[src/rtl/serial_fullsub.sv]
// rtl/serial_fullsub.sv - digit-serial subtractor diff = a - b - bin with start/done handshake
//
// Purpose: computes a - b - bin over WIDTH/DIGIT cycles using DIGIT chained
// full-subtractor cells, holding the borrow in a register between digits.
//
// Ports:
//   clk    - clock, rising edge
//   rst    - synchronous active-high reset
//   start  - request, accepted when not busy
//   a, b   - minuend / subtrahend (WIDTH bits), captured on accept
//   bin    - borrow-in, captured on accept
//   busy   - high while the subtraction is running
//   done   - one-cycle pulse when the result is valid
//   diff   - result modulo 2^WIDTH
//   borrow - unsigned borrow-out of the MSB
//   ovf    - two's-complement overflow
//   zero   - diff == 0
module serial_fullsub #(
    parameter int WIDTH = 8,
    parameter int DIGIT = 1
) (
    input  logic             clk,
    input  logic             rst,
    input  logic             start,
    input  logic [WIDTH-1:0] a,
    input  logic [WIDTH-1:0] b,
    input  logic             bin,
    output logic             busy,
    output logic             done,
    output logic [WIDTH-1:0] diff,
    output logic             borrow,
    output logic             ovf,
    output logic             zero
);

    localparam int K  = WIDTH / DIGIT;
    localparam int CW = (K > 1) ? $clog2(K) : 1;

    typedef enum logic [1:0] {IDLE, RUN, DONE} state_t;

    state_t             state_q, state_d;
    logic [WIDTH-1:0]   a_q, a_d;
    logic [WIDTH-1:0]   b_q, b_d;
    logic [WIDTH-1:0]   res_q, res_d;
    logic               br_q, br_d;
    logic [CW-1:0]      cnt_q, cnt_d;
    logic               amsb_q, amsb_d;
    logic               bmsb_q, bmsb_d;
    logic [WIDTH-1:0]   diff_q, diff_d;
    logic               borrow_q, borrow_d;
    logic               ovf_q, ovf_d;
    logic               zero_q, zero_d;

    logic [DIGIT-1:0]       dig;
    logic [DIGIT:0]         chain;
    logic [WIDTH+DIGIT-1:0] res_cat;
    logic [WIDTH-1:0]       res_shift;
    logic                   last;

    // One digit of ripple full-subtractor cells, LSB first.
    always_comb begin
        chain    = '0;
        chain[0] = br_q;
        dig      = '0;
        for (int i = 0; i < DIGIT; i++) begin
            dig[i]       = a_q[i] ^ b_q[i] ^ chain[i];
            chain[i+1]   = (~a_q[i] & b_q[i]) | (chain[i] & ~(a_q[i] ^ b_q[i]));
        end
    end

    // New digit enters the result from the MSB side; after K digits the
    // first digit has walked down to bit 0.
    assign res_cat   = {dig, res_q};
    assign res_shift = res_cat[WIDTH+DIGIT-1:DIGIT];
    assign last      = (cnt_q == CW'(K - 1));

    always_comb begin
        state_d  = state_q;
        a_d      = a_q;
        b_d      = b_q;
        res_d    = res_q;
        br_d     = br_q;
        cnt_d    = cnt_q;
        amsb_d   = amsb_q;
        bmsb_d   = bmsb_q;
        diff_d   = diff_q;
        borrow_d = borrow_q;
        ovf_d    = ovf_q;
        zero_d   = zero_q;
        case (state_q)
            IDLE, DONE: begin
                if (start) begin
                    state_d = RUN;
                    a_d     = a;
                    b_d     = b;
                    br_d    = bin;
                    res_d   = '0;
                    cnt_d   = '0;
                    // Operand MSBs are kept because a_q/b_q are shifted away.
                    amsb_d  = a[WIDTH-1];
                    bmsb_d  = b[WIDTH-1];
                end else begin
                    state_d = IDLE;
                end
            end
            RUN: begin
                a_d   = a_q >> DIGIT;
                b_d   = b_q >> DIGIT;
                res_d = res_shift;
                br_d  = chain[DIGIT];
                cnt_d = cnt_q + CW'(1);
                if (last) begin
                    state_d  = DONE;
                    cnt_d    = '0;
                    diff_d   = res_shift;
                    borrow_d = chain[DIGIT];
                    ovf_d    = (amsb_q != bmsb_q) && (res_shift[WIDTH-1] != amsb_q);
                    zero_d   = ~|res_shift;
                end
            end
            default: state_d = IDLE;
        endcase
    end

    always_ff @(posedge clk) begin
        if (rst) begin
            state_q  <= IDLE;
            a_q      <= '0;
            b_q      <= '0;
            res_q    <= '0;
            br_q     <= 1'b0;
            cnt_q    <= '0;
            amsb_q   <= 1'b0;
            bmsb_q   <= 1'b0;
            diff_q   <= '0;
            borrow_q <= 1'b0;
            ovf_q    <= 1'b0;
            zero_q   <= 1'b0;
        end else begin
            state_q  <= state_d;
            a_q      <= a_d;
            b_q      <= b_d;
            res_q    <= res_d;
            br_q     <= br_d;
            cnt_q    <= cnt_d;
            amsb_q   <= amsb_d;
            bmsb_q   <= bmsb_d;
            diff_q   <= diff_d;
            borrow_q <= borrow_d;
            ovf_q    <= ovf_d;
            zero_q   <= zero_d;
        end
    end

    assign busy   = (state_q == RUN);
    assign done   = (state_q == DONE);
    assign diff   = diff_q;
    assign borrow = borrow_q;
    assign ovf    = ovf_q;
    assign zero   = zero_q;

endmodule

[config.mk]
export PLATFORM = sky130hd
export DESIGN_NAME = serial_fullsub
export DESIGN_NICKNAME = d
export VERILOG_FILES = /design/src/rtl/serial_fullsub.sv
export SDC_FILE = /design/constraint.sdc
export NUM_CORES = 1
export LEC_CHECK = 0
export ABC_AREA = 1
export BUFFER_PORTS_ARGS = -buffer_cell sky130_fd_sc_hd__buf_2
export CAP_MARGIN = 20
export CORE_AREA = 2 2 66 68
export CTS_CLUSTER_SIZE = 20
export DETAILED_ROUTE_END_ITERATION = 16
export DIE_AREA = 0 0 68 70
export PLACE_DENSITY = 0.73
export RECOVER_POWER = 25
export SYNTH_ARGS = -nofsm -noshare
export SYNTH_HDL_FRONTEND = slang
export SYNTH_SLANG_ARGS = --single-unit
[constraint.sdc]
create_clock -name clk -period 1.26 [get_ports clk]
set_input_delay 0.189 -clock clk [delete_from_list [all_inputs] [get_ports clk]]
set_output_delay 0.189 -clock clk [all_outputs]
set_load 0.01 [all_outputs]
==> results of run 1 <==
[cells by family after synthesis]
| kind of cell | synth area share |
|---|---|
| flip-flops | 0.438 |
| buffers and inverters | 0.129 |
| adder cells (fa/ha/maj) | 0.0339 |
| AO/OA/AOI/OAI | 0.0651 |
| AND/OR/NAND/NOR | 0.335 |
[sequential cells by signal, summed over array words and instances (netlist names)]
name     count
res_q        7
b_q          8
cnt_q        3
br_q         1
ovf          1
diff         8
borrow       1
state_q      2
a_q          8
zero         1
bmsb_q       1
amsb_q       1
[worst min-delay path, cell delays in order]
cell and delay, ps:
buf_2 70, nor3_1 40, nor2_1 80
[what timing repair did]
item | CTS | global route
hold endpoints to repair | 0 | 0
resized for setup | 6 | 17
setup endpoints to repair | 11 | 15
pin swaps | 3 | 4
buffers inserted | 1 | 0
[power breakdown]
part / internal (uW) / leakage, uW / switching [uW]
sequential: 1400 / 0.000346 / 35.1
combinational: 180 / 0.000566 / 265
clock: 442 / 0.0000482 / 454
total: 2020 / 0.000960 / 754
[synth_stat cells, types with 2 or more instances]
cell type	instances
nand3_1	44
nand2_1	54
buf_6	6
buf_8	2
fa_1	2
buf_2	4
clkbuf_1	2
nor3_1	14
a21oi_1	24
nor2_1	27
dfxtp_1	42
clkinv_1	2
ha_1	2
inv_1	26
[per-layer routing]
metal / vias up / global-route usage
li1: 905 / -
met1: 779 / 0.218
met2: 35 / 0.302
met3: 8 / 0.0403
met4: 0 / 0.0756
met5: - / 0
[metrics by stage]
stage | setup slack (ps) | hold WS (ps) | power (uW)
6_report | -44.8 | 122 | 2780
5_1_grt | -113 | 135 | 2910
4_1_cts | -23.9 | 119 | 2780
3_5_place_dp | -40.8 | 423 | 1890
3_3_place_gp | -24.1 | 416 | 1890
2_1_floorplan | 2.71 | 330 | 1800
[layout by cell type (no fill, tap or decap)]
| cell | synthesis | final |
|---|---|---|
| ha_2 | 0 | 1 |
| a21oi_2 | 0 | 5 |
| nand3_2 | 1 | 1 |
| clkbuf_1 | 2 | 12 |
| inv_6 | 0 | 1 |
| dfxtp_2 | 0 | 5 |
| nand2_2 | 0 | 1 |
| inv_2 | 1 | 6 |
| nand3b_1 | 1 | 1 |
| inv_1 | 26 | 22 |
| nand2_4 | 1 | 1 |
| buf_6 | 6 | 2 |
| o21ai_1 | 1 | 1 |
| a21oi_1 | 24 | 19 |
| dfxtp_4 | 0 | 1 |
| clkbuf_8 | 0 | 6 |
| nand2_8 | 1 | 1 |
| nand3_1 | 44 | 44 |
| fa_1 | 2 | 1 |
| dfxtp_1 | 42 | 36 |
| nand2_1 | 54 | 53 |
| ha_4 | 0 | 1 |
| fa_2 | 0 | 1 |
| nor2_1 | 27 | 27 |
| nor3_1 | 14 | 14 |
| buf_4 | 1 | 14 |
| clkinv_2 | 0 | 1 |
| clkinv_1 | 2 | 1 |
| buf_2 | 4 | 21 |
[worst max path at each step]
| stage | from | to | slack [ps] | cells past startpoint |
|---|---|---|---|---|
| after detailed placement | b_q[0] | zero | -40 | 7 |
| after global routing | b_q[0] | zero | -110 | 7 |
| after global placement | b_q[0] | zero | -20 | 7 |
| final | a_q[0] | ovf | -40 | 7 |
| after CTS | br_q | zero | -20 | 7 |
| after floorplan | cnt_q[0] | borrow | 3 | 6 |
[final cells by class]
cell class | instances | area, sq um | area share
Multi-Input combinational cell | 172 | 872 | 0.384
Sequential cell | 42 | 851 | 0.375
Timing Repair Buffer | 48 | 274 | 0.121
Inverter | 30 | 118 | 0.0518
Clock buffer | 7 | 86.3 | 0.0380
Tap cell | 52 | 65.1 | 0.0287
Clock inverter | 1 | 5.00 | 0.00220
==> run metrics, run 1 <==
drt drc 0; Main synth FF type dfxtp_1; Antenna Violating Nets Remaining 0; CTS tree done; Setup violations, final 2; area grow syn2layout 18.2%; Yosys top cell by area dfxtp_1; HP Class input pin to register; CTS Hold Buffers Added 0; Worst IR Drop VDD slightly below 600 uV; Pins Over Slew Limit 0; syn nets about 280; CP peak stage delay approximately 530 ps; Post-synth EDFFs 0; placed cell count 343; initial antenna violation count 0; Final Cell Area 0.00227 sq mm; DIE WIDTH 68 microns; drt wl/cell 11.3 microns; DR vias approximately 1700; Post-Syn Instances between 200 and 300; CTS Buffer Depth 2; WL met2 1880 microns; Fmax 766 MHz; die height 70 microns; WHS Path Cells 3; first-pass GRT wire length 6670 microns; number of global-route vias before repair 1619; internal reg-to-reg setup slack -40 ps; pwr/cell area approximately 1200 mW/mm^2; RSZ-0062 raised after global routing true; Reg2Reg Depth 7; setup ws final -44.8 ps; Pre-antenna DRT Iters 4; skew final 4.66 ps; n_diodes 0; failing checks negative setup slack; total grt overflow 0; Layout Nets 323; FILL cells roughly 400; initial core utilization 0.464; IO Count 33; period utilization 1.04; Post-Synthesis Mean Instance Area 7.42 sq um; synth top area cells dfxtp_1, nand3_1, nand2_1; reg2reg start a_q[0]; Pleak 0.000960 uW; Final Hold Fails 0; gr usage total 0.181; die area roughly 0.0048 sq mm; Rows 24; Worst EP required 1460 ps; clock-pin slew on the worst setup and hold paths 80 ps; Clock Latency Late Sink 290 ps; CP Cell Sequence inv_2, fa_1, inv_2, nand2_1, nand3_1, nand2_1, inv_1; register area share after synthesis 0.438; H-tree Lvls 2; post-route insts no fill 352; layout cells sized above 1 0.230; top-area cell type share of the netlist area 0.438; Max-slew headroom 0.819; CTS Sinks 42; fin util 0.548; status finished, violations left; CP top delay family adder cells; unique cell type count in the Yosys netlist 22; Critical Path AT 1500 ps; Core ar. between 0.004 and 0.005 sq mm; CTS root buf clkbuf_8; Post-Syn Area 0.00192 sq mm; critical path peak fanout 2; synthesized flop and latch total 42; Max-Cap Viols 0; setup TNS -75.7 ps; Crit. End Element register; met3 wire len between 150 and 200 microns; 1st-iter DRT viols between 100 and 150; CTS buffer count 5; Hold Path End a_q[6]; top sig layer met4; Placer Congestion around 0.8; warnings from Yosys 0; async set or reset register ratio after synthesis 0; M1 WL 1850 microns; hpwl dp about 2600 microns; Worst Tran Pin Value between 200 and 300 ps; Crit path buffers/inverters 3; HP Start a[6]; CP Launch Type register; largest net degree at the start of global routing 46; crit path kind register to register; minimum clock period 1300 ps; Post-Place Cell Area around 0.0021 sq mm; slowest CP cell fa_1; IO Port Bufs 32; R2R Path End ovf; Total Wirelength 3960 microns; Via-to-Cell Ratio 4.91
Note: power is estimated with default switching activity, not from simulation.
==> inputs of run 2 (changes only) <==
--- a/config.mk
+++ b/config.mk
@@ -12,6 +12,7 @@
 export CTS_CLUSTER_SIZE = 20
 export DETAILED_ROUTE_END_ITERATION = 16
 export DIE_AREA = 0 0 68 70
+export MAX_ROUTING_LAYER = met4
 export PLACE_DENSITY = 0.73
 export RECOVER_POWER = 25
 export SYNTH_ARGS = -nofsm -noshare
==> run 2 against run 1 <==
  * The flow still finishes with violations (negative setup slack)
  * Final cell count is 0.28% higher
  * Sequential power barely moved
  * Non-clock buffer count rose by 1
  * Register-to-register slack about the same
  * Clock power about the same
  * Critical path depth is the same
  * Sequential share of layout area is 0.33 points lower
  * Sequential cell count unchanged
  * Combinational power up 3%
  * Die area is the same
  * Fmax is essentially flat
==> run metrics, run 2 (synthesis gave the netlist of run 1 again) <==
Layout Nets 324 (+0.31%); first-pass GRT wire length 6680 microns (+0.21%); clock-pin slew on the worst setup and hold paths 80 ps (about the same); HP Class input pin to register; hpwl dp 2600 microns (unchanged); Pins Over Slew Limit 0 (unchanged); crit path kind register to register; layout cells sized above 1 0.233 (+0.00256); Total Wirelength 3980 microns (+0.45%); total grt overflow 0 (unchanged); setup TNS -75.5 ps (+0.244 ps); CTS tree done; CP Cell Sequence inv_2, fa_1, inv_2, nand2_1, nand3_1, nand2_1, inv_1; WHS Path Cells 3 (unchanged); Pwr Total 2790 uW (+0.48%); n_diodes 0 (unchanged); number of global-route vias before repair 1613 (-0.37%); DR vias 1735 (+0.46%); CTS Buffer Depth 2 (unchanged); initial antenna violation count 0 (unchanged); period utilization 1.04 (about the same); drt wl/cell 11.3 microns (+0.17%); most common cell after layout, fill and taps aside nand2_1; die area 0.00476 sq mm (unchanged); slowest CP cell fa_1; Crit. End Element register; Via-to-Cell Ratio 4.92 (+0.18%); skew final 4.50 ps (-0.165 ps); RSZ-0062 raised after global routing true; Final Hold Fails 0 (unchanged); Max-Cap Viols 0 (unchanged); reg2reg start a_q[0]; Worst EP required 1450 ps (about the same); internal reg-to-reg setup slack -40 ps (about the same); Reg2Reg Depth 7 (unchanged); minimum clock period 1300 ps (+0.0960 ps); Pre-antenna DRT Iters 4 (unchanged); pwr/cell area 1220 mW/mm^2 (-0.40%); Worst Tran Pin Value 275 ps (+3.48 ps); IO Port Bufs 32 (unchanged); drt drc 0 (unchanged); area grow syn2layout 19.2%; die height 70 microns (unchanged); DIE WIDTH 68 microns (unchanged); HP Start a[6]; H-tree Lvls 2 (unchanged); CP peak stage delay 530 ps (about the same); most frequent cells in the layout nand2_1, nand3_1, dfxtp_1; Core ar. 0.00414 sq mm (unchanged); Placer Congestion 0.814 (+1.4%); Max-slew headroom 0.817 (-0.00233); IO Count 33 (unchanged); gr usage total 0.187 (+0.00587); Pleak 0.000968 uW (+0.89%); Antenna Violating Nets Remaining 0 (unchanged); CTS buffer count 5 (unchanged); critical path peak fanout 2 (unchanged); Rows 24 (unchanged); R2R Path End ovf; CTS Sinks 42 (unchanged); setup ws final -44.9 ps (-0.0960 ps); 1st-iter DRT viols 128 (+7.6%); largest net degree at the start of global routing 46 (unchanged); Fmax 766 MHz (about the same); CP Launch Type register; CTS root buf clkbuf_8; Hold Path End a_q[6]; FILL cells 411 (unchanged); Worst IR Drop VDD 590 uV (about the same); status finished, violations left; Clock Latency Late Sink 290 ps (about the same); Setup violations, final 2 (unchanged); Critical Path AT 1500 ps (about the same); initial core utilization 0.464 (unchanged); failing checks negative setup slack
==> run 2: critical path: cells and delay by family, from the launching register on <==
family        cells  cell delay, ps
fa+ha+maj         1             530
simple gates      3             190
flops             1             360
buf+inv           3             140
==> run 2: cell type report <==
type	count	area, sq um	area share
clock inverters	1	5.00	0.00218
well taps	52	65.1	0.0284
multi-input cells	172	872	0.381
inverters	30	118	0.0513
repair buffers	49	294	0.128
flip-flops and latches	42	851	0.371
clock buffers	7	86.3	0.0377
==> run 2: power by group <==
group / switching, uW / total [uW] / internal, uW
sequential: 34.9 / 1430 / 1400
clock: 456 / 898 / 442
combinational: 267 / 456 / 189
==> run 2: through the flow <==
step	setup slack, ps	cells	cell area [sq um]	util	hold slack [ps]
final	-44.9	353	2290	0.553	121
after global routing	-113	353	2290	0.553	130
after CTS	-23.9	352	2250	0.542	119
after detailed placement	-40.8	343	2140	0.517	423
after global placement	-24.1	343	2140	0.517	416
after floorplan	2.71	259	1920	-	330
==> run 2: worst max path at each step <==
stage / slack, ps / end / from
2_1_floorplan: 3 / borrow / cnt_q[0]
3_3_place_gp: -20 / zero / b_q[0]
3_5_place_dp: -40 / zero / b_q[0]
4_1_cts: -20 / zero / br_q
5_1_grt: -110 / zero / b_q[0]
6_report: -40 / ovf / a_q[0]
==> run 2: per-layer routing <==
| metal | wire, microns | vias up | global-route usage |
|---|---|---|---|
| met5 | 0 | - | - |
| met4 | 68 | 0 | 0.0622 |
| met3 | 180 | 8 | 0.0548 |
| met2 | 1900 | 41 | 0.302 |
| met1 | 1840 | 779 | 0.218 |
| li1 | - | 907 | - |
==> run 2: repair_timing <==
item,CTS,global route
pin swaps,3,5
resized for setup,6,17
hold buffers,0,0
endpoints found under the setup margin,11,15
setup buffers,1,1
